<file path="src/rtl/axi_read_demux.sv">
// AXI read-data demultiplexer: routes R beats by rid into per-channel FIFOs feeding AXI-Stream outputs.
// Define AXI_READ_DEMUX_OUT_REG_EN to add a 2-entry registered output stage per channel (latency 2).
module axi_read_demux #(
    parameter int C_ID_WIDTH         = 1,
    parameter int C_M_AXI_DATA_WIDTH = 32,
    parameter int C_NUM_CHANNELS     = 2,
    parameter int C_FIFO_DEPTH       = 64
) (
    input  logic                                                  aclk,
    input  logic                                                  areset_n,
    input  logic                                                  s_axi_rvalid,
    output logic                                                  s_axi_rready,
    input  logic [C_M_AXI_DATA_WIDTH-1:0]                         s_axi_rdata,
    input  logic                                                  s_axi_rlast,
    input  logic [C_ID_WIDTH-1:0]                                 s_axi_rid,
    output logic [C_NUM_CHANNELS-1:0]                             m_axis_tvalid,
    input  logic [C_NUM_CHANNELS-1:0]                             m_axis_tready,
    output logic [C_NUM_CHANNELS-1:0][C_M_AXI_DATA_WIDTH-1:0]     m_axis_tdata,
    output logic [C_NUM_CHANNELS-1:0]                             m_axis_tlast,
    output logic [C_NUM_CHANNELS-1:0][$clog2(C_FIFO_DEPTH):0]     fifo_count,
    output logic                                                  err_overflow
);
    localparam int AW = $clog2(C_FIFO_DEPTH);
    localparam int PW = AW + 1;
    localparam int EW = C_M_AXI_DATA_WIDTH + 1;

    logic                      active_q;
    logic                      err_q;
    logic [PW-1:0]             wptr_q [C_NUM_CHANNELS];
    logic [PW-1:0]             rptr_q [C_NUM_CHANNELS];
    logic [EW-1:0]             mem_q  [C_NUM_CHANNELS][C_FIFO_DEPTH];
    logic [EW-1:0]             head   [C_NUM_CHANNELS];
    logic [C_NUM_CHANNELS-1:0] full;
    logic [C_NUM_CHANNELS-1:0] empty;
    logic [C_NUM_CHANNELS-1:0] push;
    logic [C_NUM_CHANNELS-1:0] pop;

    always_comb begin
        for (int unsigned i = 0; i < C_NUM_CHANNELS; i++) begin
            full[i]       = (wptr_q[i][AW] != rptr_q[i][AW]) &&
                            (wptr_q[i][AW-1:0] == rptr_q[i][AW-1:0]);
            empty[i]      = (wptr_q[i] == rptr_q[i]);
            head[i]       = mem_q[i][rptr_q[i][AW-1:0]];
            fifo_count[i] = wptr_q[i] - rptr_q[i];
        end
    end

    // An rid matching no channel leaves rready low; active_q blocks traffic in the first cycle after reset.
    always_comb begin
        s_axi_rready = 1'b0;
        push         = '0;
        for (int unsigned i = 0; i < C_NUM_CHANNELS; i++) begin
            if (s_axi_rid == C_ID_WIDTH'(i)) begin
                s_axi_rready = active_q & ~full[i];
                push[i]      = active_q & ~full[i] & s_axi_rvalid;
            end
        end
    end

    always_ff @(posedge aclk or negedge areset_n) begin
        if (!areset_n) begin
            active_q <= 1'b0;
            err_q    <= 1'b0;
            for (int unsigned i = 0; i < C_NUM_CHANNELS; i++) begin
                wptr_q[i] <= '0;
                rptr_q[i] <= '0;
            end
        end else begin
            active_q <= 1'b1;
            if (active_q && s_axi_rvalid && !s_axi_rready)
                err_q <= 1'b1;
            for (int unsigned i = 0; i < C_NUM_CHANNELS; i++) begin
                wptr_q[i] <= wptr_q[i] + PW'(push[i]);
                rptr_q[i] <= rptr_q[i] + PW'(pop[i]);
            end
        end
    end

    always_ff @(posedge aclk) begin
        for (int unsigned i = 0; i < C_NUM_CHANNELS; i++) begin
            if (push[i])
                mem_q[i][wptr_q[i][AW-1:0]] <= {s_axi_rlast, s_axi_rdata};
        end
    end

    assign err_overflow = err_q;

`ifdef AXI_READ_DEMUX_OUT_REG_EN
    logic [EW-1:0] sd_q [C_NUM_CHANNELS][2];
    logic [EW-1:0] sd_d [C_NUM_CHANNELS][2];
    logic [1:0]    sc_q [C_NUM_CHANNELS];
    logic [1:0]    sc_d [C_NUM_CHANNELS];

    // Entry 0 always drives the outputs; an output pop shifts entry 1 down before the refill lands.
    always_comb begin
        for (int unsigned i = 0; i < C_NUM_CHANNELS; i++) begin
            sd_d[i][0] = sd_q[i][0];
            sd_d[i][1] = sd_q[i][1];
            sc_d[i]    = sc_q[i];
            pop[i]     = ~empty[i] & (sc_q[i] != 2'd2);
            if ((sc_q[i] != 2'd0) && m_axis_tready[i]) begin
                sd_d[i][0] = sd_q[i][1];
                sc_d[i]    = sc_q[i] - 2'd1;
            end
            if (pop[i]) begin
                sd_d[i][sc_d[i][0]] = head[i];
                sc_d[i]             = sc_d[i] + 2'd1;
            end
            m_axis_tvalid[i] = (sc_q[i] != 2'd0);
            m_axis_tdata[i]  = sd_q[i][0][C_M_AXI_DATA_WIDTH-1:0];
            m_axis_tlast[i]  = sd_q[i][0][EW-1];
        end
    end

    always_ff @(posedge aclk or negedge areset_n) begin
        if (!areset_n) begin
            for (int unsigned i = 0; i < C_NUM_CHANNELS; i++)
                sc_q[i] <= '0;
        end else begin
            for (int unsigned i = 0; i < C_NUM_CHANNELS; i++)
                sc_q[i] <= sc_d[i];
        end
    end

    always_ff @(posedge aclk) begin
        for (int unsigned i = 0; i < C_NUM_CHANNELS; i++) begin
            sd_q[i][0] <= sd_d[i][0];
            sd_q[i][1] <= sd_d[i][1];
        end
    end
`else
    always_comb begin
        for (int unsigned i = 0; i < C_NUM_CHANNELS; i++) begin
            m_axis_tvalid[i] = ~empty[i];
            m_axis_tdata[i]  = head[i][C_M_AXI_DATA_WIDTH-1:0];
            m_axis_tlast[i]  = head[i][EW-1];
            pop[i]           = active_q & ~empty[i] & m_axis_tready[i];
        end
    end
`endif

endmodule

</file>
<file path="config.mk">
export PLATFORM = sky130hd
export DESIGN_NAME = axi_read_demux
export DESIGN_NICKNAME = d
export VERILOG_FILES = /design/src/rtl/axi_read_demux.sv
export SDC_FILE = /design/constraint.sdc
export NUM_CORES = 2
export LEC_CHECK = 0
export CAP_MARGIN = 0
export CORE_ASPECT_RATIO = 1.1
export CORE_MARGIN = 2
export CORE_UTILIZATION = 28
export DETAILED_ROUTE_END_ITERATION = 16
export GPL_TIMING_DRIVEN = 0
export HOLD_SLACK_MARGIN = 0.1
export PLACE_DENSITY_LB_ADDON = 0.05
export SYNTH_ARGS = -nofsm -noshare
export SYNTH_HDL_FRONTEND = slang
export SYNTH_MEMORY_MAX_BITS = 65536
export SYNTH_SLANG_ARGS = --single-unit
export TNS_END_PERCENT = 20
</file>
<file path="constraint.sdc">
create_clock -name aclk -period 6.3 [get_ports aclk]
set_input_delay 1.89 -clock aclk [delete_from_list [all_inputs] [get_ports aclk]]
set_output_delay 1.89 -clock aclk [all_outputs]
set_load 0.1 [all_outputs]
</file>
==> flow_metrics.env <==
export IMPL_status="finished with violations"
export IMPL_violations="setup timing"
export IMPL_synthCells=7190
export IMPL_p_leak_nw=60.9
export IMPL_vias_per_cell=4.91
export IMPL_crit_start="rptr_q[0]$_DFF_PN0_"
export IMPL_port_buffers=122
export IMPL_clkSlewWorstSetupHoldPaths_ns=0.05
export IMPL_clk_latency_ns=1.06
export IMPL_synth_seq_area_share_pct=78.5
export IMPL_ys_top_cells_by_area="edfxtp_1, mux4_2, nand2_1"
export IMPL_grt_first_pass_wirelength_mm=769
export IMPL_gp_congestion=0.842
export IMPL_dp_cells=15200
export IMPL_area_growth_pct=22.0
export IMPL_numCtsBuffers=518
export IMPL_wl_per_cell_um=35.6
export IMPL_holdPathStages=1
export IMPL_max_slew_margin_rel_pct=5.89
export IMPL_min_period_ns=6.80
export IMPL_path_class="flop to primary output"
export IMPL_fp_dieH_um=803
export IMPL_ys_types=55
export IMPL_hp_class="flop to flop"
export IMPL_fin_ws_ns=-0.502
export IMPL_drc=0
export IMPL_irDropWorstVdd_mv=1.40
export IMPL_ff_latch_area_um2=128000
export IMPL_power_density_nw_per_um2=481
export IMPL_final_util_pct=34.3
export IMPL_grt_use_total_pct=19.3
export IMPL_synth_area_um2=163000
export IMPL_reg2reg_depth=11
export IMPL_firstDrtPassIters=5
export IMPL_yosysMostFrequentCell="edfxtp_1"
export IMPL_synth_area_per_cell_um2=22.6
export IMPL_die_w_um=730
export IMPL_max_cap_viol_count=0
export IMPL_final_nets=8120
export IMPL_antenna_found_initial=40
export IMPL_path_max_fanout=7
export IMPL_hold_buffers=0
export IMPL_initial_utilization_pct=28.1
export IMPL_ios=123
export IMPL_finClkSkew_ns=0.0499
export IMPL_finalCritPeriodShare_pct=108
export IMPL_synth_top_cell_area_share_pct=78.0
export IMPL_vias=79300
export IMPL_die_area_um2=587000
export IMPL_ys_seq_elements=4254
export IMPL_num_rows=293
export IMPL_cp_required_ns=4.41
export IMPL_setup_viol=2
export IMPL_antenna_left=0
export IMPL_yosysWarnings=0
export IMPL_core_um2=578000
export IMPL_hold_viol_final=0
export IMPL_cts_sinks=4254
export IMPL_startpoint_type="flop"
export IMPL_ctsLongestPathBuffers=4
export IMPL_synth_edf_count=4224
export IMPL_place_hpwl_mm=392
export IMPL_totalWireLength_mm=575
export IMPL_cts_root_buffer="clkbuf_16"
export IMPL_grt_pass1_vias=84300
export IMPL_grt_setup_unrepaired="yes"
export IMPL_htree_levels=6
export IMPL_slew_viol_final=0
export IMPL_worst_pin_slew_ns=1.41
export IMPL_r2r_start="rptr_q[5]$_DFF_PN0_"
export IMPL_fillers=54200
export IMPL_dr_first_iter_drc_count=6894
export IMPL_crit_arrival_ns=4.91
export IMPL_end_kind="primary output"
export IMPL_ys_flop_type="edfxtp_1"
export IMPL_fin_setup_tns_ns=-0.952
export IMPL_synth_nets=7251
export IMPL_cts_tree="done"
export IMPL_fin_cells=16200
export IMPL_drive_above_1_share_pct=34.2
export IMPL_synth_largest_area_cell="edfxtp_1"
export IMPL_grt_overflow=0
export IMPL_grt_max_degree=97
export IMPL_clock_fmax_mhz=147
export IMPL_synthArstFlopShare_pct=0.705
export IMPL_min_from="wptr_q[6]$_DFF_PN0_"
export IMPL_multi_input_area_um2=35900
export IMPL_yosys_top_cells_count="edfxtp_1, mux4_2, nand2_1"
[per-stage QoR]
step | instance area (um2) | setup slack (ns) | power [mW] | hold slack [ns]
6_report | 198000 | -0.502 | 95.4 | 0.490
5_1_grt | 198000 | -0.512 | 98.5 | 0.505
4_1_cts | 198000 | -0.550 | 96.8 | 0.493
3_5_place_dp | 179000 | -2.56 | 66.0 | 0.485
3_3_place_gp | 173000 | -3.52 | 65.9 | 0.480
2_1_floorplan | 163000 | -0.191 | 51.5 | 0.462
[where the power goes]
group	total [mW]	internal (mW)	switching (mW)
logic	35.5	11.5	24.0
registers	31.5	31.4	0.126
clock network	28.3	16.5	11.8
total	95.4	59.4	35.9
[state kept, by name, summed over array words and instances (netlist names)]
name          cells
err_overflow      1
wptr_q           14
rptr_q           14
active_q          1
mem_q          4224
[area by class of cell]
| type | count | share of cell area, % |
|---|---|---|
| Sequential cell | 4254 | 64.4 |
| Multi-Input combinational cell | 2516 | 18.1 |
| Clock buffer | 674 | 7.06 |
| Tap cell | 7670 | 4.84 |
| Timing Repair Buffer | 351 | 2.99 |
| Buffer | 393 | 1.56 |
| Clock inverter | 242 | 0.933 |
| Inverter | 25 | 0.0593 |
| Antenna cell | 36 | 0.0454 |
[per-layer routing]
metal / up-vias / part of all wire [%] / GRT usage [%]
li1: 32400 / - / -
met1: 44200 / 41 / 24.5
met2: 1973 / 52 / 34.5
met3: 695 / 3.8 / 2.36
met4: 0 / 3.6 / 6.05
met5: - / 0 / 0
[timing repair]
item                       4_1_cts  5_1_grt
pin swaps                       25       19
resized for setup             1262       67
setup endpoints to repair     2755       29
setup buffers                   20        6
[worst max-delay path: stages, from the launching register on]
cell	delay (ns)
dfrtp_2	0.42
buf_12	0.17
buf_16	0.16
buf_16	0.12
mux4_2	0.54
mux4_2	0.59
o211ai_1	1.12
nand2_2	0.39
buf_12	0.30
[cell families (layout without fill, tap and decap cells)]
group                    count (synthesis)  in the layout  share of synthesized area [%]
other                                    1             37                        0.00231
flip-flops                            4254           4254                           78.5
AO/OA/AOI/OAI                          577            577                           2.34
multiplexers                          1171           1171                           15.7
buffers and inverters                  420           1685                           1.33
adder cells (fa/ha/maj)                 22             22                          0.179
XOR/XNOR                                33             33                          0.178
AND/OR/NAND/NOR                        712            712                           1.80
[path summary, 6_finish.rpt]
check,endpoint,slack [ns]
worst min register to register,wptr_q[6]$_DFF_PN0_,0.49
worst max-delay path,m_axis_tdata[61],-0.50
worst min-delay path,wptr_q[6]$_DFF_PN0_,0.49
min in group asynchronous,rptr_q[10]$_DFF_PN0_,0.68
worst max register to register,mem_q[0][3971]$_DFFE_PP_,0.97
max in group asynchronous,rptr_q[3]$_DFF_PN0_,5.07
[cells in the final DEF (no fill, tap or decap), types with 41 or more instances in the layout]
cell type / n
a31oi_1: 49
mux2i_1: 63
clkbuf_1: 180
a21oi_1: 46
edfxtp_1: 4224
a22oi_1: 41
buf_2: 44
buf_6: 118
mux4_2: 1096
nor2_1: 85
nor2_4: 131
clkinv_1: 116
clkbuf_2: 58
buf_16: 59
clkbuf_16: 537
buf_12: 162
o22ai_1: 60
clkinv_2: 72
nand2_1: 345
buf_4: 148
Power figures use the tool's default switching activity.
